==> src/rtl/inst_prefetch_queue.sv <==
// inst_prefetch_queue: instruction fetch FSM feeding a circular {pc, instruction} FIFO with flush/redirect
module inst_prefetch_queue #(
   parameter int DATA_WIDTH = 32,
   parameter int DEPTH = 4,
   parameter logic [DATA_WIDTH-1:0] RESET_PC = '0
) (
   input  logic                  clk,
   input  logic                  reset,
   input  logic                  flush,
   input  logic [DATA_WIDTH-1:0] redirect_addr,
   input  logic                  pc_en,
   output logic                  mem_req,
   output logic [DATA_WIDTH-1:0] mem_addr,
   input  logic                  mem_ack,
   input  logic [DATA_WIDTH-1:0] mem_rdata,
   output logic [DATA_WIDTH-1:0] instruction_if,
   output logic [DATA_WIDTH-1:0] pc_if,
   output logic                  inst_valid
);
   localparam int PW = $clog2(DEPTH);
   localparam int CW = $clog2(DEPTH + 1);
   localparam logic [DATA_WIDTH-1:0] NOP = DATA_WIDTH'(32'h13);
   typedef enum logic [1:0] {IDLE, WAIT, DISCARD} state_t;
   state_t state, state_next;
   logic [DATA_WIDTH-1:0] fetch_pc, fetch_pc_next, addr_next, seq_addr;
   logic [DATA_WIDTH-1:0] pc_q [DEPTH];
   logic [DATA_WIDTH-1:0] inst_q [DEPTH];
   logic [PW-1:0] wptr, rptr;
   logic [CW-1:0] count, count_next;
   logic push, pop;
   assign pop = pc_en && inst_valid && !flush;
   assign push = state == WAIT && mem_ack && !flush;
   assign count_next = flush ? '0 : count + CW'(push) - CW'(pop);
   assign seq_addr = mem_addr + DATA_WIDTH'(4);
   assign mem_req = state != IDLE;
   assign inst_valid = count != '0;
   assign instruction_if = inst_valid ? inst_q[rptr] : NOP;
   assign pc_if = inst_valid ? pc_q[rptr] : '0;
   always_comb begin
      state_next = state;
      fetch_pc_next = flush ? redirect_addr : fetch_pc;
      addr_next = mem_addr;
      case (state)
         IDLE: if (!flush && count_next < CW'(DEPTH)) begin
            state_next = WAIT;
            addr_next = fetch_pc;
         end
         WAIT: if (flush) state_next = mem_ack ? IDLE : DISCARD;
         else if (mem_ack) begin
            fetch_pc_next = seq_addr;
            if (count_next < CW'(DEPTH)) addr_next = seq_addr;
            else state_next = IDLE;
         end
         DISCARD: if (mem_ack) state_next = IDLE;
         default: state_next = IDLE;
      endcase
   end
   always_ff @(posedge clk or negedge reset)
      if (!reset) begin
         state <= IDLE;
         count <= '0;
         wptr <= '0;
         rptr <= '0;
         fetch_pc <= RESET_PC;
         mem_addr <= RESET_PC;
      end else begin
         state <= state_next;
         count <= count_next;
         fetch_pc <= fetch_pc_next;
         mem_addr <= addr_next;
         wptr <= flush ? '0 : push ? wptr + PW'(1) : wptr;
         rptr <= flush ? '0 : pop ? rptr + PW'(1) : rptr;
      end
   always_ff @(posedge clk)
      if (push) begin
         pc_q[wptr] <= mem_addr;
         inst_q[wptr] <= mem_rdata;
      end
endmodule

==> config.mk <==
export PLATFORM = sky130hd
export DESIGN_NAME = inst_prefetch_queue
export DESIGN_NICKNAME = d
export VERILOG_FILES = /design/src/rtl/inst_prefetch_queue.sv
export SDC_FILE = /design/constraint.sdc
export NUM_CORES = 1
export LEC_CHECK = 0
export ABC_AREA = 1
export CAP_MARGIN = 15
export CELL_PAD_IN_SITES_DETAIL_PLACEMENT = 0
export CELL_PAD_IN_SITES_GLOBAL_PLACEMENT = 1
export CORE_UTILIZATION = 47
export DETAILED_ROUTE_END_ITERATION = 7
export PLACE_DENSITY = 0.93
export SETUP_SLACK_MARGIN = 0.3
export SYNTH_ARGS = -nofsm -noshare
export SYNTH_HDL_FRONTEND = slang
export SYNTH_SLANG_ARGS = --single-unit
==> constraint.sdc <==
create_clock -name clk -period 9.35 [get_ports clk]
set_input_delay 1.4025 -clock clk [delete_from_list [all_inputs] [get_ports clk]]
set_output_delay 1.4025 -clock clk [all_outputs]
set_load 0.03 [all_outputs]
# == After elaboration in Yosys (flattened, before gate mapping) ==
# Memories as Yosys holds them, arrays and structs flattened.
# Index checks and enable logic that the tools add are counted.
# word_totals
memories,2
inputBits,69
mem_bits_rw,256
word_cells,62
register_bits,73
# classes
magnitude_cmp,1
n_reduce_logical,14
n_addsub,5
n_eq_ne,9
muxes,25
# memory_table
name,words,width,read_ports,rd_clocked_by_memory_dff,wr,line,source
inst_q,4,32,1,0,1,27,logic [DATA_WIDTH-1:0] inst_q [DEPTH];
pc_q,4,32,1,0,1,26,logic [DATA_WIDTH-1:0] pc_q [DEPTH];
# ops
operator,n
two-way mux 32 bit,10
one-hot mux 32 bit (2 select lines),1
adder 32 x 3 -> 32 bit (second input constant),1
two-way mux 2 bit,10
!= test 2 bit (second input constant),4
nonzero test 2 bit,4
!= test 3 bit (second input constant),2
one-hot mux 2 bit (3 select lines),1
logical AND 1 bit,5
AND reduction 5 bit,1
adder 2 x 1 -> 2 bit (second input constant),2
AND reduction 4 bit,1
adder 3 x 1 -> 3 bit,1
less-than comparator 3 bit (second input constant),1
two-way mux 3 bit,1
nonzero test 3 bit,1
subtractor 3 x 1 -> 3 bit,1
== test 2 x 1 -> 1 bit (second input constant),1
== test 2 bit (second input constant),1
zero test 2 bit,1
two-way mux 1 bit,2
!= test 2 x 1 -> 1 bit (second input constant),1
zero test 1 bit,1

# == Depth between registers and ports, before layout ==
# Gate-level depths: netlist (run 1).
# depth
depth_word,11
depth_mapped,18
ltp_nobuf,16

# == Worst setup path after synthesis (run 1) ==
# Ideal clock, no wire load.
# synth_path
path_kind,input -> register
startpoint,input port flush
endpoint,"memory inst_q[0][0], enable pin"
n_path_buf,1
arrival_ns,4.550
setup_ns,0.487
slack_ns,4.313
path_stages,4
path_cell_list,inv_2 nand3_2 clkbuf_1 nor2_1
# synth_between
elab_chain_len,4
# synth_rtl
item,line,source
start: declaration,9,"input logic flush,"
zero test 1 bit,32,assign push = state == WAIT && mem_ack && !flush;
logical AND 1 bit,32,
two-way mux 1 bit,75,if (push) begin
two-way mux 1 bit (not written as such),77,inst_q[wptr] <= mem_rdata;
end: declaration,27,
# No other way between the ends.

# == Worst setup path in the final report (run 1) ==
# layout_path
startpoint,input port flush
endpoint,register mem_addr[5]
# layout_between
elab_chain_len,9
word_cells_on_any_way,12
classes_between,add/sub: 2; order compare: 1; eq/ne: 3; mux: 1; reduce/logical: 5
# layout_rtl
item,line,source
zero test 1 bit,"31, 32, 44",
logical AND 1 bit,32,
adder 3 x 1 -> 3 bit,33,assign count_next = flush ? '0 : count + CW'(push) - CW'(pop);
subtractor 3 x 1 -> 3 bit,33,
two-way mux 3 bit,33,
less-than comparator 3 bit,"44, 51",
logical AND 1 bit,44,IDLE: if (!flush && count_next < CW'(DEPTH)) begin
!= test 2 bit (no line),--,
AND reduction 5 bit (no line) (*),--,
end signal: assignment,70,mem_addr <= addr_next;
end: declaration,13,"output logic [DATA_WIDTH-1:0] mem_addr,"
# Mark *: on every way between the ends. The rest lies on a longest branch, timed or not.
# A chain may end at the register's enable or synchronous reset.

==> metrics.cfg, run 1 <==
[status]
status=finished clean

[logic_synthesis]
synth_area_um2=14300
synth-edff-count=256
synth_commonest_cells=nor2_1, edfxtp_1, nand2_1, o21ai_0, inv_1
synth_most_common_cell=nor2_1
yosysTopAreaCellShare=0.539
synth_seq_area_share=0.667
syn_nets=1482
yosys_warnings=0
ys_top_cells_by_area=edfxtp_1, dfrtp_1, nor2_1, nand2_1, o21ai_0
yosysUniqueCellTypes=35
synth-main-ff-cell=edfxtp_1
synth_largest_area_cell=edfxtp_1
postSynthAreaPerCell_um2=10.2
synth-seq-cells=329
ys_async_sr_fraction=0.222
synth_cells=1405

[timing]
final.min_clock_period_ns=5.40
skew_ns=0.0155
timing.fmax_mhz=185
setup_violations=0
final_max_slew_viol_count=0
hold_viol_final=0
fin_crit_sh=0.578
slew_headroom=0.239
rsz0062_at_grt=false
totalNegativeSetupSlack_ns=0
worst_pin_slew_ns=1.14

[drt]
via_count=10500
wl_um=34300
postRouteAntennaNets=0
drt_iter0_markers=819
wl_per_cell_um=17.5
drc_errors=0
viasPerCell=5.33
dr.pass1.iters=6

[worst_hold_path]
hold_path_depth=2
hold_path_class=reg2reg

[finish]
antenna_cells=0
fin_area_um2=17300
layout-drive-gt1-share=0.0584
fin_nets=1627
synthToLayoutAreaGrowth_pct=21.2
fin_cells=1965

[power]
vdd_drop_max_uv=232
p_seq_frac=0.392
p_sw_w=0.00204
switching_share=0.389
power_density_nw_per_um2=304
p_leak_nw=6.49
p_int_w=0.00321
clock_power_share=0.244
combinationalPowerShare=0.364

[critical_path]
end_kind=register
arrival_ns=5.82
cp-start-kind=primary input
r2r_cells=17
crit_type=in2reg
crit_required_ns=9.77
worst-path-max-fanout=48

[clock_tree]
clock_latency_ns=0.52
cts.repair.resized=0
cts_made_buffers=34
cts_setup_buffers=0
cts_tree=done
clkSinkCount=329
ctsHoldBuffers=0
clockRootBuffer=clkbuf_16
htreeDepth=2
clk_path_buf_depth=3
cts.clk_slew.worst_paths_ns=0.06

[global_routing]
grt_max_degree=105
use_met3=0.0383
grt_pass1_vias=10100
grt_overflow_total=0
met2_usage=0.370
top_usage_layer=met2
track_usage=0.223
grtUsageMet1=0.302
grt_pass1_wl_um=53500
grt_antenna_before_repair=0

[place]
port_buffers=166
place.gp.congestion=0.822
dpl_cell_area_um2=16200
dp_hpwl_um=20100
dp.cells=1904

[floorplanning]
pin_count=167
std_cell_rows=63
core_um2=29700
start_util=0.480
die_x_um=176
die_h_um=176
die-area_um2=31100

[run]
drv_cap=0

-- state kept, by name, summed over array words and instances, names as in the netlist --
signal    count
mem_addr     32
fetch_pc     32
count         3
state         2
inst_q      128
wptr          2
pc_q        128
rptr          2
-- cell families after synthesis --
| logic type | Yosys count | synth area share |
|---|---|---|
| AO/OA/AOI/OAI | 246 | 0.0911 |
| XOR/XNOR | 8 | 0.00544 |
| adder cells (fa/ha/maj) | 8 | 0.00754 |
| buffers and inverters | 152 | 0.0436 |
| flip-flops | 329 | 0.667 |
| AND/OR/NAND/NOR | 662 | 0.186 |
-- worst max-delay path, cell delays in order --
cell and delay, ns:
clkdlybuf4s50_1 0.82, inv_2 0.62, nand3_2 0.50, ha_1 0.47
inv_1 0.06, ha_1 0.13, inv_1 0.05, fa_1 0.41
xor2_2 0.22, nand3_2 0.07, buf_4 0.46, inv_1 0.33
o21ai_0 0.25
-- layout by cell type, fill, tap and decap left out, types with 2 or more instances in the layout --
cell and instances:
a21oi_1 67, a22oi_1 3, and2_1 2, buf_4 12, bufinv_16 2, clkbuf_1 7
clkbuf_16 35, clkdlybuf4s50_1 165, clkinv_1 8, clkinv_2 7, dfrtp_1 71, edfxtp_1 256
ha_1 7, inv_1 78, inv_2 4, nand2_1 244, nand2_2 5, nand3_1 56
nand3_2 3, nor2_1 332, nor2_2 7, nor2_4 8, o211ai_1 8, o21ai_0 143
o21ai_1 3, o21bai_1 4, o22ai_1 14, o311ai_0 3, or2_2 2, xnor2_1 3
xor2_1 4
-- final cells by class --
type / instances / area [um^2]
multi-input cells: 924 / 4170
clock inverters: 18 / 138
repair buffers: 178 / 1750
clock buffers: 43 / 916
flip-flops and latches: 329 / 9520
inverters: 83 / 313
fillers: 2483 / 12400
well taps: 390 / 488
-- worst paths after layout --
check | end | slack [ns] | start
hold / removal | fetch_pc[23]$_DFF_PN0_ | 0.50 | fetch_pc[23]$_DFF_PN0_
max in group asynchronous | rptr[0]$_DFFE_PN0P_ | 7.52 | reset
hold reg to reg | fetch_pc[23]$_DFF_PN0_ | 0.50 | fetch_pc[23]$_DFF_PN0_
setup / recovery | mem_addr[5]$_DFFE_PN0P_ | 3.95 | flush
setup reg to reg | mem_addr[5]$_DFFE_PN0P_ | 4.87 | count[1]$_DFF_PN0_
min in group asynchronous | fetch_pc[30]$_DFF_PN0_ | 1.12 | reset
-- layer usage --
layer / vias up / part of all wire
met3: 52 / 0.068
met5: - / 0
li1: 5017 / -
met2: 365 / 0.48
met1: 5030 / 0.43
met4: 0 / 0.021
-- per-stage QoR --
| stage | worst slack, ns | hold slack [ns] | util | power [W] |
|---|---|---|---|---|
| global placement | 3.59 | 0.479 | 0.546 | 0.00396 |
| detailed placement | 3.44 | 0.484 | 0.546 | 0.00400 |
| CTS | 3.99 | 0.501 | 0.582 | 0.00529 |
| floorplan | 4.31 | 0.462 | - | 0.00322 |
| global route | 3.59 | 0.531 | 0.582 | 0.00555 |
| finish | 3.95 | 0.499 | 0.582 | 0.00526 |
-- power by group through the flow --
| stage | sequential (W) | combinational [W] | clock [W] |
|---|---|---|---|
| 3_3_place_gp | 0.00208 | 0.00188 | 0 |
| 4_1_cts | 0.00206 | 0.00192 | 0.00131 |
| 5_1_grt | 0.00209 | 0.00208 | 0.00137 |
| 2_1_floorplan | 0.00211 | 0.00111 | 0 |
| 6_report | 0.00206 | 0.00191 | 0.00128 |
| 3_5_place_dp | 0.00209 | 0.00191 | 0 |
Power figures use the tool's default switching activity.
==> run 2, diff against run 1 <==
--- a/config.mk
+++ b/config.mk
@@ -9,9 +9,9 @@
 export CAP_MARGIN = 15
 export CELL_PAD_IN_SITES_DETAIL_PLACEMENT = 0
 export CELL_PAD_IN_SITES_GLOBAL_PLACEMENT = 1
-export CORE_UTILIZATION = 47
+export CORE_UTILIZATION = 40
 export DETAILED_ROUTE_END_ITERATION = 7
-export PLACE_DENSITY = 0.93
+export PLACE_DENSITY = 0.85
 export SETUP_SLACK_MARGIN = 0.3
 export SYNTH_ARGS = -nofsm -noshare
 export SYNTH_HDL_FRONTEND = slang
==> constraint.sdc (replaced) <==
create_clock -name clk -period 4.7 [get_ports clk]
set_input_delay 0.705 -clock clk [delete_from_list [all_inputs] [get_ports clk]]
set_output_delay 0.705 -clock clk [all_outputs]
set_load 0.03 [all_outputs]
==> run 2 against run 1 <==
  * Design area up 1.8%
  * Largest cell class unchanged
  * First-iteration DRC count down 14%
  * Via count down 1.7%
  * Combinational power up 100%
  * Clock power up 130%
  * Core utilization down 7.6 points
  * Die area up 17%
  * Global-route usage down 2.7 points
  * Register-to-register slack worse by 3.4 ns
  * Critical path depth down 6
  * Clock skew about the same
  * Hold slack worse by 0.17 ns
  * Critical endpoint is now instruction_if[25]
==> metrics.cfg, run 2 (synthesis results as in run 1) <==
[status]
status=finished clean

[critical_path]
rr_endpoint=mem_addr[27]$_DFFE_PN0P_
r2r_slack_ns=1.48
crit_type=reg2out
r2r_cells=17
end_kind=output port
reg2reg_from=count[1]$_DFF_PN0_
crit_required_ns=3.99
worst-path-max-fanout=75
arrival_ns=3.27
cp-start-kind=register

[floorplanning]
pin_count=167
die_h_um=191
die_x_um=191
start_util=0.410
core_um2=34800
die-area_um2=36400
std_cell_rows=68

[timing]
hold_viol_final=0
totalNegativeSetupSlack_ns=0
final.min_clock_period_ns=3.97
fin_crit_sh=0.845
rsz0062_at_grt=false
worst_pin_slew_ns=0.996
timing.fmax_mhz=252
final_max_slew_viol_count=0
skew_ns=0.0153
slew_headroom=0.335
setup_violations=0
hold_slack_ns=0.333

[finish]
fin_nets=1634
fin_area_um2=17600
layout_commonest_cell=nor2_1
multi_input_area_um2=4170
mostFrequentLayoutCells=nor2_1, edfxtp_1, nand2_1, clkdlybuf4s50_1, o21ai_0
reg_top3=inst_q (128), pc_q (128)
synthToLayoutAreaGrowth_pct=23.4
layout-drive-gt1-share=0.0681
antenna_cells=0
utilization=0.506
fill_cells=3123
seq_area_um2=9520

[place]
dpl_cell_area_um2=16400
port_buffers=166
dp_hpwl_um=20800
place.gp.congestion=0.821

[power]
finalPower_w=0.0108
vdd_drop_max_uv=304
p_leak_nw=6.60
power_density_nw_per_um2=615

[clock_tree]
cts_tree=done
clock_latency_ns=0.52
clkSinkCount=329
clk_path_buf_depth=3
ctsHoldBuffers=0
clockRootBuffer=clkbuf_16
cts_setup_buffers=0
cts_made_buffers=36
htreeDepth=2
cts.clk_slew.worst_paths_ns=0.06

[run]
drv_cap=0

[global_routing]
grt_antenna_before_repair=0
grt_max_degree=76
grt_pass1_vias=10000
track_usage=0.196
grt_pass1_wl_um=54800
grt_overflow_total=0

[drt]
postRouteAntennaNets=0
drt_iter0_markers=704
via_count=10300
dr.pass1.iters=4
wl_per_cell_um=17.2
wl_um=35000
drc_errors=0
viasPerCell=5.04

[worst_hold_path]
hold_path_class=in2async

-- run 2: metal layers --
metal | vias up | routed length (um) | global-route usage
li1 | 5040 | - | -
met1 | 4948 | 15300 | 0.258
met2 | 246 | 17200 | 0.330
met3 | 49 | 1910 | 0.0318
met4 | 0 | 688 | 0.0588
met5 | - | 0 | 0
-- run 2: cell type report --
cell class,instances,share of cell area
inverters,83,0.0178
clock inverters,25,0.0168
well taps,455,0.0323
repair buffers,183,0.102
clock buffers,41,0.0534
multi-input cells,924,0.237
flip-flops and latches,329,0.541
-- run 2: timing repair --
action / CTS / global route
setup endpoints to repair: 0 / 9
endpoints found under the hold margin: 0 / 0
resized for setup: 0 / 1
-- run 2: how the worst max path moves through the flow --
stage                              startpoint                       end  slack, ns  depth (start not counted)
final                     rptr[0]$_DFFE_PN0P_        instruction_if[25]       0.73                          7
after global routing      rptr[0]$_DFFE_PN0P_                 pc_if[20]       0.47                          7
after CTS                 rptr[0]$_DFFE_PN0P_                 pc_if[20]       0.48                          7
after detailed placement                flush  mem_addr[17]$_DFFE_PN0P_       1.00                         14
after global placement    rptr[0]$_DFFE_PN0P_                 pc_if[20]       1.07                          7
after floorplan                         flush    inst_q[0][0]$_DFFE_PP_       0.36                          4
-- run 2: power by group --
| part | switching (W) | total [W] | internal (W) | leakage (nW) |
|---|---|---|---|---|
| registers | 0.000495 | 0.00409 | 0.00359 | 3.21 |
| logic | 0.00251 | 0.00383 | 0.00132 | 2.80 |
| clock network | 0.00113 | 0.00291 | 0.00178 | 0.595 |
-- run 2: critical path, cell delays in order, from the launching register on --
cell	delay [ns]
dfrtp_4	0.41
buf_4	0.51
buf_6	0.54
nor2_1	0.10
nor2_1	0.11
o21ai_0	0.09
a21oi_1	0.21
clkdlybuf4s50_1	0.70
-- run 2: through the flow --
stage	instances	worst slack, ns
2_1_floorplan	1405	0.361
3_3_place_gp	1974	1.07
3_5_place_dp	1974	1.00
4_1_cts	2040	0.476
5_1_grt	2040	0.465
6_report	2040	0.728
==> run 3, diff against run 2 <==
--- a/config.mk
+++ b/config.mk
@@ -9,9 +9,9 @@
 export CAP_MARGIN = 15
 export CELL_PAD_IN_SITES_DETAIL_PLACEMENT = 0
 export CELL_PAD_IN_SITES_GLOBAL_PLACEMENT = 1
-export CORE_UTILIZATION = 40
+export CORE_UTILIZATION = 44
 export DETAILED_ROUTE_END_ITERATION = 7
-export PLACE_DENSITY = 0.85
+export PLACE_DENSITY = 0.88
 export SETUP_SLACK_MARGIN = 0.3
 export SYNTH_ARGS = -nofsm -noshare
 export SYNTH_HDL_FRONTEND = slang
==> constraint.sdc (replaced) <==
create_clock -name clk -period 3.93 [get_ports clk]
set_input_delay 0.5895 -clock clk [delete_from_list [all_inputs] [get_ports clk]]
set_output_delay 0.5895 -clock clk [all_outputs]
set_load 0.03 [all_outputs]
==> run 3 against run 2 <==
  * Sequential share of layout area is 0.35 points lower
  * Via count is 1.2% higher
  * Largest power group unchanged
  * Hold slack worse by 0.13 ns
  * Setup slack worse by 0.24 ns
  * Critical endpoint is now instruction_if[4]
  * Non-clock buffer count is 5 higher
  * Die area is 9.0% lower
  * Power is 22% higher
  * Sequential power is 20% higher
  * Clock skew is 0.0026 ns higher
==> metrics.cfg, run 3 (synthesis results as in run 1) <==
[status]
status=finished clean

[critical_path]
crit_path_max_incr_delay_ns=0.76
end_kind=output port
crit_type=reg2out
worst-path-max-fanout=84
cp_cell_sequence=buf_12 -> nor2_1 -> o311ai_0 -> clkdlybuf4s50_1
crit_required_ns=3.34
arrival_ns=2.85
cp-start-kind=register
slowest_stage=clkdlybuf4s50_1

[timing]
totalNegativeSetupSlack_ns=0
worst_pin_slew_ns=0.996
slew_headroom=0.335
rsz0062_at_grt=false
skew_ns=0.0179
setup_violations=0
final.min_clock_period_ns=3.44
setup_slack_ns=0.490
timing.fmax_mhz=291
hold_viol_final=0
fin_crit_sh=0.875
final_max_slew_viol_count=0

[floorplanning]
die_h_um=182
die_x_um=182
start_util=0.450
pin_count=167
std_cell_rows=65
die-area_um2=33200
core_um2=31700

[global_routing]
grt_pass1_vias=9947
grt_overflow_total=0
grt_pass1_wl_um=54800
grt_antenna_before_repair=0
track_usage=0.213
grt_max_degree=85

[drt]
wl_um=35200
wl_per_cell_um=17.7
dr.pass1.iters=5
drt_iter0_markers=802
drc_errors=0
postRouteAntennaNets=0
viasPerCell=5.24
via_count=10400

[clock_tree]
clock_latency_ns=0.51
ctsHoldBuffers=0
clkSinkCount=329
cts_made_buffers=35
clk_path_buf_depth=3
cts.clk_slew.worst_paths_ns=0.06
cts_tree=done
clockRootBuffer=clkbuf_16
htreeDepth=2

[place]
dp_hpwl_um=20900
port_buffers=166
place_ws_ns=0.288
place.gp.congestion=0.805
dpl_cell_area_um2=16400

[run]
drv_cap=0

[power]
clock_power_share=0.273
vdd_drop_max_uv=498
p_leak_nw=6.68
p_sw_w=0.00493
power_density_nw_per_um2=743
switching_share=0.374
p_int_w=0.00824
p_seq_frac=0.373
combinationalPowerShare=0.354

[finish]
layout-drive-gt1-share=0.0682
synthToLayoutAreaGrowth_pct=24.2
fin_area_um2=17700
fin_nets=1638
reg_top3=inst_q (128), pc_q (128)
antenna_cells=0
mostFrequentLayoutCells=nor2_1, edfxtp_1, nand2_1, clkdlybuf4s50_1, o21ai_0
layout_commonest_cell=nor2_1

[worst_hold_path]
hold_path_class=in2async

==> run 3: cell count changes in the layout (fill, tap and decap cells not counted), moves of 2 or more <==
| cell | previous run | this run |
|---|---|---|
| clkinv_1 | 5 | 3 |
| bufinv_16 | 6 | 9 |
| inv_6 | 2 | 0 |
| clkinv_2 | 6 | 3 |
| buf_12 | 1 | 9 |
| clkinv_4 | 3 | 0 |
| buf_4 | 15 | 12 |
==> run 3: worst max-delay path: cells and delay by family (launching register included) <==
kind,cells,cell delay [ns]
AO/OA/AOI/OAI,1,0.41
AND/OR/NAND/NOR,1,0.09
buffers and inverters,2,1.13
flip-flops,1,0.68
==> run 3: power by group through the flow <==
stage                     sequential [W]  clock [W]  combinational, W
after floorplan                  0.00501          0           0.00265
after global placement           0.00498          0           0.00456
after detailed placement         0.00500          0           0.00463
after CTS                        0.00491    0.00365           0.00470
after global routing             0.00498    0.00379           0.00507
final                            0.00492    0.00360           0.00466
==> run 3: per-stage QoR <==
stage	utilization	hold slack, ns	total power (W)	std cells
floorplan	-	0.294	0.00766	1405
finish	0.559	0.200	0.0132	1985
CTS	0.559	0.220	0.0133	1985
global route	0.559	0.259	0.0138	1985
global placement	0.518	0.481	0.00954	1925
detailed placement	0.518	0.483	0.00962	1925
==> run 3: path summary, 6_finish.rpt <==
check                      depth (start not counted)  slack (ns)              startpoint                        to
min in group clk                                   2        0.50  fetch_pc[10]$_DFF_PN0_    fetch_pc[10]$_DFF_PN0_
setup / recovery                                   4        0.49     rptr[0]$_DFFE_PN0P_         instruction_if[4]
setup reg to reg                                  16        0.58      count[1]$_DFF_PN0_  mem_addr[13]$_DFFE_PN0P_
hold reg to reg                                    2        0.50  fetch_pc[10]$_DFF_PN0_    fetch_pc[10]$_DFF_PN0_
max in group asynchronous                          2        2.84                   reset       rptr[0]$_DFFE_PN0P_
hold / removal                                     1        0.20                   reset    fetch_pc[30]$_DFF_PN0_
==> run 3: timing repair <==
action / 4_1_cts / 5_1_grt
hold endpoints to repair: 0 / 0
endpoints found under the setup margin: 52 / 10
gates resized for setup: 0 / 2
setup buffers: 1 / 0
pin swaps: 0 / 0
==> run 3: layout make-up <==
cell class / instances / area, um^2
clock buffer: 41 / 941
clock inverter: 18 / 319
fill: 2682 / 14000
multi-input combinational: 924 / 4170
inverter: 83 / 314
tap: 402 / 503
sequential: 329 / 9520
timing repair buffer: 188 / 1960
==> run 3: routing by layer <==
| metal | up-vias | track usage | wire length [um] |
|---|---|---|---|
| li1 | 5037 | - | - |
| met2 | 304 | 0.360 | 17100 |
| met5 | - | 0 | 0 |
| met4 | 0 | 0.0521 | 510 |
| met1 | 5031 | 0.291 | 15600 |
| met3 | 39 | 0.0305 | 1880 |
